## src/rtl/seven_segment_monitor.sv

```systemverilog
// seven_segment_monitor
//
// Purpose:
//   Reads back a seven-segment display bus, which may be another tile's
//   display pins looped back to this block. It synchronizes and
//   de-glitches the bus. Each stable pattern is decoded to a digit. The
//   block checks that successive digits advance by one, and it measures
//   the number of clock cycles between successive digit updates.
//
// Configuration:
//   SEVEN_SEGMENT_MONITOR_HEX_EN - when defined, the hex glyphs A,b,C,d,E,F
//   are legal and decode to 10..15. In that build the sequence check wraps
//   mod 16. When undefined, those glyphs are illegal patterns and the
//   sequence wraps mod 10.
//
// Parameters:
//   STABLE_CYCLES - consecutive identical synchronized samples needed (>=2)
//   PERIOD_W      - width of the period counter and period_out
//
// Ports:
//   clk         - clock
//   rst_n       - asynchronous active-low reset
//   seg_in      - segment bus {g,f,e,d,c,b,a}, active high, asynchronous
//   clr_err     - synchronous clear of the sticky error flags
//   digit_out   - last accepted digit
//   digit_valid - one-cycle pulse when digit_out updates
//   seq_err     - sticky: accepted digit was not previous digit + 1
//   pat_err     - sticky: a stable pattern was neither a glyph nor blank
//   period_out  - cycles between the last two digit_valid pulses
//   tracking    - high while following a digit sequence
module seven_segment_monitor #(
  parameter int STABLE_CYCLES = 4,
  parameter int PERIOD_W      = 24
) (
  input  logic                clk,
  input  logic                rst_n,
  input  logic [6:0]          seg_in,
  input  logic                clr_err,
  output logic [3:0]          digit_out,
  output logic                digit_valid,
  output logic                seq_err,
  output logic                pat_err,
  output logic [PERIOD_W-1:0] period_out,
  output logic                tracking
);

  localparam int CNT_W = (STABLE_CYCLES > 2) ? $clog2(STABLE_CYCLES) : 1;
  localparam logic [CNT_W-1:0] STAB_MAX = CNT_W'(STABLE_CYCLES - 1);

`ifdef SEVEN_SEGMENT_MONITOR_HEX_EN
  localparam logic [3:0] LAST_DIGIT = 4'd15;
`else
  localparam logic [3:0] LAST_DIGIT = 4'd9;
`endif

  typedef enum logic {IDLE, TRACK} stateT;

  stateT               r_state;
  logic [6:0]          r_s1;
  logic [6:0]          r_s2;
  logic [6:0]          r_cand;
  logic [CNT_W-1:0]    r_stabCnt;
  logic                r_reported;
  logic [3:0]          r_digit;
  logic                r_valid;
  logic                r_seqErr;
  logic                r_patErr;
  logic [PERIOD_W-1:0] r_periodCnt;
  logic [PERIOD_W-1:0] r_period;

  logic                w_isLegal;
  logic                w_isBlank;
  logic [3:0]          w_digit;
  logic [3:0]          w_expected;
  logic                w_eval;
  logic                w_seqSet;
  logic                w_patSet;
  logic [PERIOD_W-1:0] w_periodNext;

  // Decode the current candidate pattern back to a digit.
  always_comb begin
    w_isLegal = 1'b1;
    w_digit   = 4'd0;
    case (r_cand)
      7'h3F: w_digit = 4'd0;
      7'h06: w_digit = 4'd1;
      7'h5B: w_digit = 4'd2;
      7'h4F: w_digit = 4'd3;
      7'h66: w_digit = 4'd4;
      7'h6D: w_digit = 4'd5;
      7'h7D: w_digit = 4'd6;
      7'h07: w_digit = 4'd7;
      7'h7F: w_digit = 4'd8;
      7'h6F: w_digit = 4'd9;
`ifdef SEVEN_SEGMENT_MONITOR_HEX_EN
      7'h77: w_digit = 4'd10;
      7'h7C: w_digit = 4'd11;
      7'h39: w_digit = 4'd12;
      7'h5E: w_digit = 4'd13;
      7'h79: w_digit = 4'd14;
      7'h71: w_digit = 4'd15;
`endif
      default: w_isLegal = 1'b0;
    endcase
  end

  assign w_isBlank  = (r_cand == 7'h00);
  assign w_expected = (r_digit == LAST_DIGIT) ? 4'd0 : r_digit + 4'd1;

  // A candidate is evaluated once, on the cycle it has been seen for
  // STABLE_CYCLES consecutive samples and has not yet been reported.
  assign w_eval = (r_s2 == r_cand) && (r_stabCnt == STAB_MAX) && !r_reported;

  assign w_seqSet = w_eval && w_isLegal && (r_state == TRACK) &&
                    (w_digit != w_expected);
  assign w_patSet = w_eval && !w_isLegal && !w_isBlank;

  // The counter value one cycle later is the number of cycles since the
  // last accepted digit, so that value is captured as the period.
  assign w_periodNext = (&r_periodCnt) ? r_periodCnt : r_periodCnt + 1'b1;

  // Synchronizer, stability filter, tracking FSM and outputs.
  always_ff @(posedge clk or negedge rst_n) begin
    if (!rst_n) begin
      r_state     <= IDLE;
      r_s1        <= '0;
      r_s2        <= '0;
      r_cand      <= '0;
      r_stabCnt   <= '0;
      r_reported  <= 1'b0;
      r_digit     <= '0;
      r_valid     <= 1'b0;
      r_seqErr    <= 1'b0;
      r_patErr    <= 1'b0;
      r_periodCnt <= '0;
      r_period    <= '0;
    end else begin
      r_s1        <= seg_in;
      r_s2        <= r_s1;
      r_valid     <= 1'b0;
      r_periodCnt <= w_periodNext;

      if (r_s2 != r_cand) begin
        r_cand     <= r_s2;
        r_stabCnt  <= '0;
        r_reported <= 1'b0;
      end else if (r_stabCnt != STAB_MAX) begin
        r_stabCnt <= r_stabCnt + 1'b1;
      end else if (!r_reported) begin
        r_reported <= 1'b1;
        if (w_isLegal) begin
          r_digit     <= w_digit;
          r_valid     <= 1'b1;
          r_periodCnt <= '0;
          r_state     <= TRACK;
          if (r_state == TRACK) begin
            r_period <= w_periodNext;
          end
        end else begin
          r_state <= IDLE;
        end
      end

      // A new error event takes priority over a simultaneous clear.
      r_seqErr <= w_seqSet | (r_seqErr & ~clr_err);
      r_patErr <= w_patSet | (r_patErr & ~clr_err);
    end
  end

  assign digit_out   = r_digit;
  assign digit_valid = r_valid;
  assign seq_err     = r_seqErr;
  assign pat_err     = r_patErr;
  assign period_out  = r_period;
  assign tracking    = (r_state == TRACK);

endmodule

```

## config.mk

```make
export PLATFORM = sky130hd
export DESIGN_NAME = seven_segment_monitor
export DESIGN_NICKNAME = d
export VERILOG_FILES = /design/src/rtl/seven_segment_monitor.sv
export SDC_FILE = /design/constraint.sdc
export NUM_CORES = 1
export LEC_CHECK = 0
export ABC_AREA = 1
export CAP_MARGIN = 20
export CORE_ASPECT_RATIO = 1.1
export CORE_MARGIN = 2
export CORE_UTILIZATION = 51
export CTS_CLUSTER_DIAMETER = 40
export DETAILED_ROUTE_END_ITERATION = 7
export PLACE_DENSITY = 0.82
export SYNTH_ARGS = -nofsm -noshare
export SYNTH_HDL_FRONTEND = slang
export SYNTH_SLANG_ARGS = --single-unit
export TNS_END_PERCENT = 5
```

## constraint.sdc

```tcl
create_clock -name clk -period 1.85 [get_ports clk]
set_input_delay 0.2775 -clock clk [delete_from_list [all_inputs] [get_ports clk]]
set_output_delay 0.2775 -clock clk [all_outputs]
set_load 0.01 [all_outputs]
```

==> results_dict.tcl, run 1 <==
set metrics [dict create \
    min_to "r_s2[5]$_DFF_PN0_" \
    rr_worst_depth 7 \
    finalHoldViolations 0 \
    detail_route.drc_violations 0 \
    internal_power_mw 2.581 \
    post-route-worst-setup-slack_ps 99.02 \
    min_path_type "reg -> reg" \
    nets 577 \
    cp-start-kind "flop" \
    syn-instance-count 505 \
    ant_nets 0 \
    max_freq_mhz 571.1 \
    max-vdd-ir-drop_uv 620.8 \
    synthesis.nets 517 \
    routed_wl_mm 8.035 \
    drtIter0Drc 214 \
    clockRootBuffer "clkbuf_8" \
    arrival_ps 2040 \
    fin_worst_skew_ps 12.24 \
    fp.dieW_um 87.77 \
    comb_power_share_pct 3.6 \
    drt_pre_antenna_iters 5 \
    hpwl_mm 5.683 \
    worstMarginPinSlew_ps 388.4 \
    cts_sinks 80 \
    groute.usage.overall_pct 21.14 \
    area_growth_pct 24.60 \
    synth_cell_types 29 \
    power_per_cell_area_mw_per_mm2 676.5 \
    grt_pass1_wl_mm 13.84 \
    grt_pass1_vias 3097 \
    coreArea_mm2 0.007473 \
    setup_violations 0 \
    finalCritPeriodShare_pct 94.65 \
    slew_viol_final 0 \
    cts_tree "built" \
    num_rows 33 \
    port-buffer-count 41 \
    path_clk_slew_ps 90 \
    antenna_cells 0 \
    crit_fanout 6 \
    post-place-ws_ps 82.72 \
    cap_viol_max_count 0 \
    status "finished, final reports clean" \
    relSlewSlack_pct 73.97 \
    antenna_found_initial 0 \
    r2r_end "r_periodCnt[13]$_DFF_PN0_" \
    htree_num_levels 3 \
    clockBufferDepth 2 \
    min_from "r_s1[5]$_DFF_PN0_" \
    cp-startpoint "r_periodCnt[0]$_DFF_PN0_" \
    grt_max_degree 52 \
    final_cell_area_mm2 0.004905 \
    yosysWarnings 0 \
    drive_gt1_share_pct 14.56 \
    final.fill_count 596 \
    critical_path_class "reg -> reg" \
    cp-end-kind "flop" \
    via_per_inst 4.790 \
    power.share.switching_pct 22.22 \
    r2r_slack_ps 100 \
    gp_congestion 0.9745 \
    cts_buffers 9 \
    place_area_mm2 0.004553 \
    ys_ff_latch 80 \
    p_leak_nw 2.479 \
    min_period_ps 1751 \
    overflow 0 \
    critPathRequiredTime_ps 2140 \
    worstSkewPairLatency_ps 350 \
    regToRegStartpoint "r_periodCnt[0]$_DFF_PN0_" \
    io_pins 42 \
    synth_area_per_cell_um2 7.795 \
    drt-wirelength-per-cell_um 11.90 \
    clockPowerShare_pct 42.4 \
    seqPwrFrac_pct 54.0 \
    syn_area_mm2 0.003936 \
    p_sw_uw 737.4 \
    initial_core_util_pct 52.67 \
    vias 3233 \
    holdPathStages 0 \
    die_h_um 96.14 \
    seq_area_frac_synth_pct 50.86 \
    die-area_mm2 0.008438 \
]
layout by cell type, fill, tap and decap left out, types with 7 or more instances in the layout:
cell and instances:
clkbuf_8 9, inv_1 49, and2_1 9, nand4_1 7, or2_2 7, o21ai_0 12, nand2_1 186, dfrtp_1 75
buf_4 19, clkdlybuf4s50_1 40, nand3_1 37, nor2_1 48
sequential cells by signal (all words and copies together) (netlist names):
register	flops
period_out	24
r_periodCnt	24
r_cand	7
r_s1	7
r_s2	7
digit_out	4
r_stabCnt	2
digit_valid	1
pat_err	1
r_reported	1
seq_err	1
tracking	1
worst max-delay path: stages (launching register included):
cell,delay [ps]
dfrtp_1,360
buf_4,140
nand3_1,180
nor3_2,350
nand3_1,150
or2_1,240
nand3_1,120
and2_1,140
final cells by class:
cell class / instances / area (µm²) / share of cell area, %
inverters: 54 / 205.2 / 4.184
clock inverters: 7 / 95.09 / 1.939
flip-flops and latches: 80 / 2008 / 40.94
clock buffers: 9 / 123.9 / 2.526
repair buffers: 65 / 653.1 / 13.32
well taps: 105 / 131.4 / 2.679
multi-input cells: 355 / 1688 / 34.41
worst max path at each step:
stage                            endpoint  slack, ps  cells past startpoint
5_1_grt        period_out[13]$_DFFE_PN0P_        -50                      8
2_1_floorplan   period_out[0]$_DFFE_PN0P_         70                     11
3_5_place_dp    r_periodCnt[21]$_DFF_PN0_         80                     10
4_1_cts         period_out[5]$_DFFE_PN0P_         30                     12
3_3_place_gp    period_out[7]$_DFFE_PN0P_        140                     12
6_report        r_periodCnt[13]$_DFF_PN0_        100                      7
cells in the mapped netlist (all sizes together):
cell type	number	area [µm²]
nand3	40	215.2
o21bai	1	7.510
xor2	5	43.79
nand4	8	56.30
buf	9	63.81
clkbuf	7	26.28
or2	8	50.05
xnor2	3	26.28
a21oi	2	10.01
dfrtp	80	2002
o21ai	13	65.06
inv	54	202.7
nor3	7	45.04
ha	2	25.02
and2	9	56.30
nand2	192	733.2
nor2	59	262.8
nand3b	6	45.04
logic make-up (layout without fill, tap and decap cells):
logic type                 Yosys count  in the layout  share of synthesized area (%)
AOI/OAI and AO/OA                   16             16                          2.098
xor gates and xnor gates             8              8                          1.780
DFF                                 80             80                          50.86
adders and majority gates            2              2                         0.6356
buffers and inverters               70            135                          7.438
and+or+nand+nor                    329            329                          37.19
through the flow:
stage | instances | hold WS (ps) | power (mW) | util [%] | TNS [ps]
floorplan | 505 | -18.09 | 1.872 | - | 0
global placement | 649 | 220.5 | 1.930 | 60.92 | 0
detailed placement | 649 | 226.7 | 1.935 | 60.92 | 0
CTS | 666 | 342.6 | 3.346 | 63.99 | 0
global route | 675 | 340.1 | 3.444 | 65.63 | -105.4
finish | 675 | 351.3 | 3.318 | 65.63 | 0
repair_timing:
item	in CTS	in global routing
hold buffers	1	0
setup endpoints to repair	0	52
hold endpoints to repair	29	0
resized for setup	0	22
setup buffers	0	9
power by group through the flow:
stage,registers [mW],clock network (mW),logic [mW]
floorplan,1.82,0,0.0520
global route,1.80,1.51,0.138
global placement,1.82,0,0.107
finish,1.79,1.41,0.120
CTS,1.79,1.44,0.112
detailed placement,1.83,0,0.110
layer usage:
metal	vias up	global-route usage, %	part of all wire, %
li1	1674	-	-
met1	1464	30.15	48
met2	77	31.19	45
met3	18	3.602	4.4
met4	0	10.51	2.4
met5	-	0	0
No activity file was read; power rests on OpenSTA's default activity.
==> run 2: changes to the inputs <==
HOLD_SLACK_MARGIN = 0.06   (was not set)
==> results of run 2 <==
No change in the layout: final DEF, timing and power equal those of run 1.
